**src/rtl/mmu_refill.sv**
```systemverilog
// mmu_refill: hardware page-table walker for the two-bank page-map MMU.
//
// On an MMU miss it captures the MMU fault register, reads the matching PTE
// from the memory-resident page table and writes it back to the MMU through
// the register-write port (virt-write form, bit0=1). Faults that cannot be
// refilled (engine disabled, protection fault, invalid PTE) are handed to
// software as a one-cycle sw_fault pulse.
//
// Ports:
//   clk, reset_n           clock, asynchronous active-low reset
//   enable                 refill engine enabled (0: every fault -> sw_fault)
//   ptbase                 page-table base, upper word-address bits
//   fault_in               MMU fault pulse (fault_reg valid one cycle later)
//   fault_reg              MMU fault register read-back
//   abort                  pipeline flush; abandon the walk
//   mem_req/mem_addr       PTE read request, held until mem_ack
//   mem_ack/mem_rdata      one-cycle read response
//   mmu_reg_write/_data    one-cycle MMU register write
//   busy                   walk in progress
//   refill_done            faulting access may retry
//   sw_fault               raise MMU trap to software
module mmu_refill #(
    parameter int RV    = 16,
    parameter int PA    = 16,
    parameter int VA    = 16,
    parameter int NMMU  = 8,
    localparam int SEL   = $clog2(NMMU),
    localparam int PTB_W = PA - RV/16 - (SEL + 2),
    localparam int MAW   = PA - RV/16
) (
    input  logic             clk,
    input  logic             reset_n,
    input  logic             enable,
    input  logic [PTB_W-1:0] ptbase,
    input  logic             fault_in,
    input  logic [RV-1:0]    fault_reg,
    input  logic             abort,
    output logic             mem_req,
    output logic [MAW-1:0]   mem_addr,
    input  logic             mem_ack,
    input  logic [RV-1:0]    mem_rdata,
    output logic             mmu_reg_write,
    output logic [RV-1:0]    mmu_reg_data,
    output logic             busy,
    output logic             refill_done,
    output logic             sw_fault
);

    typedef enum logic [2:0] {
        S_IDLE,
        S_CAPT,
        S_REQ,
        S_WRITE,
        S_DRAIN
    } state_t;

    state_t           r_state;
    logic             r_busy;
    logic             r_mem_req;
    logic [MAW-1:0]   r_mem_addr;
    logic [RV-1:0]    r_wdata;
    logic             r_pte_valid;

    // Fault register fields
    logic [SEL-1:0] w_vpage;
    logic           w_ins;
    logic           w_sup;
    logic           w_miss;

    assign w_vpage = fault_reg[RV-1 -: SEL];
    assign w_ins   = fault_reg[3];
    assign w_sup   = fault_reg[2];
    assign w_miss  = fault_reg[1];

    // Untouched fault-register bits and PTE bit0 carry nothing for the walk.
    logic w_unused_bits;
    assign w_unused_bits = &{1'b0, fault_reg[RV-SEL-1:4], fault_reg[0], mem_rdata[0]};

    // The strobes are decoded from the registered state rather than
    // registered themselves: abort must be able to kill them in the very
    // cycle it arrives, and the CAPT decision depends on fault_reg, which
    // is only valid in that cycle.
    logic w_trap_capt;
    logic w_trap_pte;
    logic w_fill;

    assign w_trap_capt = (r_state == S_CAPT)  && !abort && (!enable || !w_miss);
    assign w_trap_pte  = (r_state == S_WRITE) && !abort && !r_pte_valid;
    assign w_fill      = (r_state == S_WRITE) && !abort &&  r_pte_valid;

    assign sw_fault      = w_trap_capt || w_trap_pte;
    assign mmu_reg_write = w_fill;
    assign refill_done   = w_fill;
    assign busy          = r_busy;
    assign mem_req       = r_mem_req;
    assign mem_addr      = r_mem_addr;
    assign mmu_reg_data  = r_wdata;

    always_ff @(posedge clk or negedge reset_n) begin
        if (!reset_n) begin
            r_state     <= S_IDLE;
            r_busy      <= 1'b0;
            r_mem_req   <= 1'b0;
            r_mem_addr  <= '0;
            r_wdata     <= '0;
            r_pte_valid <= 1'b0;
        end else begin
            case (r_state)
                S_IDLE: begin
                    if (fault_in) begin
                        r_state <= S_CAPT;
                        r_busy  <= 1'b1;
                    end
                end
                S_CAPT: begin
                    if (abort || !enable || !w_miss) begin
                        r_state <= S_IDLE;
                        r_busy  <= 1'b0;
                    end else begin
                        // PTE index: one entry per {sup, ins, vpage} slot
                        r_mem_addr <= {ptbase, w_sup, w_ins, w_vpage};
                        r_mem_req  <= 1'b1;
                        r_state    <= S_REQ;
                    end
                end
                S_REQ: begin
                    if (abort) begin
                        // Request already issued; if the ack is not here
                        // yet it must still be absorbed before going idle.
                        r_mem_req <= 1'b0;
                        if (mem_ack) begin
                            r_state <= S_IDLE;
                            r_busy  <= 1'b0;
                        end else begin
                            r_state <= S_DRAIN;
                        end
                    end else if (mem_ack) begin
                        r_mem_req   <= 1'b0;
                        r_wdata     <= {mem_rdata[RV-1:1], 1'b1};
                        r_pte_valid <= mem_rdata[1];
                        r_state     <= S_WRITE;
                    end
                end
                S_WRITE: begin
                    r_state <= S_IDLE;
                    r_busy  <= 1'b0;
                end
                S_DRAIN: begin
                    if (mem_ack) begin
                        r_state <= S_IDLE;
                        r_busy  <= 1'b0;
                    end
                end
                default: begin
                    r_state   <= S_IDLE;
                    r_busy    <= 1'b0;
                    r_mem_req <= 1'b0;
                end
            endcase
        end
    end

endmodule

```
**config.mk**
```make
export PLATFORM = sky130hd
export DESIGN_NAME = mmu_refill
export DESIGN_NICKNAME = d
export VERILOG_FILES = /design/src/rtl/mmu_refill.sv
export SDC_FILE = /design/constraint.sdc
export NUM_CORES = 1
export LEC_CHECK = 0
export CORE_MARGIN = 3
export CORE_UTILIZATION = 35
export DETAILED_ROUTE_END_ITERATION = 10
export GPL_TIMING_DRIVEN = 0
export PLACE_DENSITY = 0.76
export SETUP_SLACK_MARGIN = 0.3
export SLEW_MARGIN = 40
export SYNTH_ARGS = -nofsm -noshare
export SYNTH_HDL_FRONTEND = slang
export SYNTH_SLANG_ARGS = --single-unit
```
**constraint.sdc**
```tcl
create_clock -name clk -period 1.3 [get_ports clk]
set_input_delay 0.195 -clock clk [delete_from_list [all_inputs] [get_ports clk]]
set_output_delay 0.195 -clock clk [all_outputs]
set_load 0.01 [all_outputs]
```
== Word level (Yosys, flattened, before mapping) ==
Index checks and enable logic that the tools add are counted.

* Register bits after elaboration: 37
* Bits of input ports: 48

* Eq/ne operators: 10
* Multiplexer cells: 16
* Bitwise gates (word level): 3
* Reduce and logical (&&, ||, !) cells: 20

{| class="wikitable"
|+ Operators by type and width
! cell !! number
|-
| $mux W3 || 5
|-
| $pmux W3 S4 || 1
|-
| $reduce_and A3 Y1 || 4
|-
| $ne A2 B2 Y1 const B || 4
|-
| $mux W1 || 7
|-
| $eq A3 B2 Y1 const B || 2
|-
| $logic_and A1 B1 Y1 || 5
|-
| $logic_not A1 Y1 || 4
|-
| $logic_or A1 B1 Y1 || 4
|-
| $pmux W1 S4 || 1
|-
| $eq A3 B1 Y1 const B || 1
|-
| $eq A3 B3 Y1 const B || 1
|-
| $logic_not A3 Y1 || 1
|-
| $ne A3 B3 Y1 const B || 1
|-
| $not A1 Y1 || 3
|-
| $pmux W1 S3 || 1
|-
| $reduce_or A3 Y1 || 1
|-
| $mux W2 || 1
|-
| $ne A2 B1 Y1 const B || 1
|-
| $reduce_and A2 Y1 || 1
|}

== Depth between registers and ports, before layout ==
* Word-level depth: 5
* Gate-level depth with buffers: 5

== Worst setup path after synthesis ==
Ideal clock, no wire load.

* Path type: register -> register
* Start: register r_state[2]
* End: register r_wdata[10] (netlist: mmu_reg_data[10])
* Data arrival time: 1285 ps
* Data required time: 1175 ps
* Setup slack: -110 ps
* Cell stages (with the launch flop): 6
* Period minus slack after synthesis: 1410 ps
* Cells stage by stage: dfrtp_1 > buf_6 > nor2_4 > nand4b_4 > buf_6 > mux2_4

* Word-level cells in the longest chain between the ends: 2

{| class="wikitable"
|+ Ends and longest elaborated chain
! what !! RTL line !! RTL
|-
| start: declaration || 57 || <nowiki>state_t r_state;</nowiki>
|-
| start signal: assignment || 101 || <nowiki>r_state <= S_IDLE;</nowiki>
|-
| start signal: assignment || 111 || <nowiki>r_state <= S_CAPT;</nowiki>
|-
| start signal: assignment || 117 || <nowiki>r_state <= S_IDLE;</nowiki>
|-
| $eq A3 B2 Y1 || 108 || <nowiki>case (r_state)</nowiki>
|-
| $reduce_and A3 Y1 (no source line) || -- ||
|-
| end signal: assignment || 139 || <nowiki>r_wdata <= {mem_rdata[RV-1:1], 1'b1};</nowiki>
|-
| end: declaration || 61 || <nowiki>logic [RV-1:0] r_wdata;</nowiki>
|}

Every way passes these cells.
A chain may end at the register's enable or synchronous reset.

== Worst setup path after layout ==
* Start: register r_state[2]
* End: register r_wdata[14] (netlist: mmu_reg_data[14])

The elaborated chain is that of the path after synthesis.

==> flow_metrics.py <==
metrics = {
    "yosys": {
        "synth_cells": 105,
        "ys_seq_elements": 36,
        "synth_nets": 153,
        "syn-cell-area_um2": 1563,
        "synth_area_leaders": "dfrtp_1 58%, mux2_2 16%, mux2_4 8.6%",
        "synth_top_area_share": 0.5765,
        "synth_cell_types": 24,
        "synth_top_area_cell": "dfrtp_1",
        "yosysWarnings": 0,
        "avgSynthCellArea_um2": 14.88,
        "synth_sequential_area_ratio": 0.5765,
    },
    "setup_path": {
        "cp_common_cell": "buf_6",
        "crit_path_end_kind": "flop",
        "path_class": "flop to flop",
        "slowest_delay_ps": 380,
        "critical_path.cell_chain": "buf_6, nor2_4, buf_6, nand4b_4, clkbuf_16, mux2_4",
        "cp_num_buf_inv": 3,
        "crit_fanout": 5,
        "arrival_ps": 1670,
        "worst-endpoint-required_ps": 1460,
        "crit_slowest_cell": "dfrtp_1",
        "cp-start-kind": "flop",
        "path_delay_family": "buffers and inverters",
    },
    "floorplanning": {
        "die_h_um": 72.82,
        "rows": 23,
        "ios": 84,
        "initial_utilization": 0.3771,
        "die_area_um2": 5303,
        "core_area_um2": 4144,
        "fp.dieW_um": 72.82,
    },
    "clocking": {
        "tritoncts": "built",
        "htree_num_levels": 2,
        "cts_buffers": 5,
        "clk_path_buf_depth": 2,
        "clk_pin_slew_worst_paths_ps": 80,
        "cts_sinks": 36,
        "clockRootBuffer": "clkbuf_8",
        "clk_latency_ps": 280,
    },
    "timing": {
        "worstMarginPinSlew_ps": 379.0,
        "whs_ps": 355.3,
        "fin_skew_ps": 9.412,
        "post-route-min-period_ps": 1505,
        "post-route-period-util": 1.158,
        "maxSlewHeadroom": 0.7474,
        "hold_viol": 0,
        "fmax_mhz": 664.5,
        "rsz0062_at_grt": "true",
        "post-route-worst-setup-slack_ps": -204.9,
        "drv_slew": 0,
        "setup_viol": 35,
    },
    "routing": {
        "drc_errors": 0,
        "ant_nets": 0,
        "drtIter0Drc": 35,
        "detail_route.vias_per_cell": 4.871,
        "drt_pass1_iterations": 5,
        "wirelength_mm": 4.053,
        "vias": 1242,
        "avgRoutedWirePerCell_um": 15.89,
    },
    "place": {
        "placed_area_um2": 2389,
        "port-buffer-count": 72,
        "gp_congestion": 0.8617,
        "dp_hpwl_mm": 2.841,
    },
    "grt": {
        "grt_antenna_before_repair": 0,
        "gr-usage-all-layers": 0.1606,
        "grt_pass1_wl_mm": 6.479,
        "grt_pass1_vias": 1331,
        "grt_max_degree": 24,
        "grt_overflow_total": 0,
    },
    "pwr": {
        "ir_worst_vdd_uv": 825.2,
        "finalPower_mw": 3.522,
        "p_leak_nw": 1.294,
        "p_per_area_nw_per_um2": 1356,
    },
    "hold_path": {
        "worstHoldPathType": "primary input to asynchronous set/reset pin",
    },
    "cells_and_area": {
        "stdcell_area_um2": 2597,
        "drive_above_1_share": 0.5415,
        "antenna_cells": 0,
        "syn_to_final_growth_pct": 66.21,
        "nets": 252,
    },
    "status": {
        "violations": "setup timing",
        "status": "finished, violations left",
    },
    "job": {
        "cap_violations": 0,
    },
}
==> kinds of logic (layout without fill, tap and decap cells) <==
family	count (synthesis)	count (layout)	share of synthesized area
buffers and inverters	9	109	0.04323
AOI/OAI and AO/OA	7	7	0.03043
DFF	36	36	0.5765
muxes	33	33	0.2578
and+or+nand+nor	20	20	0.09207
==> cell type report <==
| class | count | area [µm²] |
|---|---|---|
| Tap cell | 50 | 62.56 |
| Clock buffer | 8 | 90.09 |
| Fill cell | 326 | 1546 |
| Multi-Input combinational cell | 60 | 630.6 |
| Sequential cell | 36 | 900.9 |
| Timing Repair Buffer | 92 | 819.5 |
| Inverter | 1 | 3.754 |
| Buffer | 8 | 90.09 |
==> synth_stat cells <==
library cell  instances
dfrtp_1              36
mux2_2               22
mux2_4                9
nand2_1               4
nor3_1                4
buf_2                 3
buf_6                 3
nor2_1                3
a21oi_1               2
buf_4                 2
mux2i_1               2
nor3b_1               2
o31ai_1               2
a31oi_1               1
a41oi_1               1
and3b_1               1
inv_1                 1
nand2b_1              1
nand3_4               1
nand4b_4              1
nor2_4                1
nor2b_1               1
nor4b_1               1
o21bai_1              1
==> routing by layer <==
layer | vias to the layer above | track usage | wire length [µm]
met1 | 607 | 0.1819 | 1527
met4 | 0 | 0.05123 | 67
met5 | - | 0 | 0
met3 | 9 | 0.05647 | 313
met2 | 56 | 0.2816 | 2144
li1 | 570 | - | -
==> state kept, by name (all words and copies together), names as in the netlist <==
register      cells
mmu_reg_data     16
mem_addr         15
r_state           3
busy              1
mem_req           1
==> through the flow <==
stage | std cells | setup WS (ps) | util | TNS, ps
global placement | 227 | -726.2 | 0.5710 | -39400
global route | 255 | -256.8 | 0.6268 | -7474
detailed placement | 228 | -745.2 | 0.5764 | -14530
finish | 255 | -204.9 | 0.6268 | -5428
floorplan | 105 | -109.9 | - | -1083
CTS | 252 | -217.9 | 0.6075 | -6349
==> final timing paths <==
check	from	slack [ps]	to	cells after the start
max	r_state[2]	-200	mmu_reg_data[14]	6
min	reset_n	360	r_state[1]	2
max reg2reg	r_state[2]	-200	mmu_reg_data[14]	6
min reg2reg	mem_addr[14]	500	mem_addr[14]	1
max in group asynchronous	reset_n	510	mmu_reg_data[10]	3
min in group clk	abort	360	r_state[1]	2
==> cell usage in the layout (no fill, tap or decap), types with 3 or more instances in the layout <==
cell	Yosys	routed
clkdlybuf4s50_1	0	34
buf_4	2	13
mux2_4	9	10
clkbuf_8	0	6
buf_2	3	28
nand2_1	4	3
buf_6	3	18
nor3_2	0	3
mux2_2	22	21
dfrtp_1	36	36
==> power by group <==
part           internal, mW  switching, mW  total, mW
Clock                 0.432          0.387      0.819
Sequential             1.39          0.150       1.54
Combinational         0.713          0.450       1.16
Total                  2.54          0.986       3.52
==> timing repair <==
item | in CTS | in global routing
setup buffers | 13 | 3
gates cloned | 2 | 0
pin swaps | 4 | 3
endpoints found under the hold margin | 13 | 0
hold buffers | 1 | 0
setup endpoints to repair | 71 | 72
gates resized for setup | 160 | 14
(Power assumes the default switching activity.)
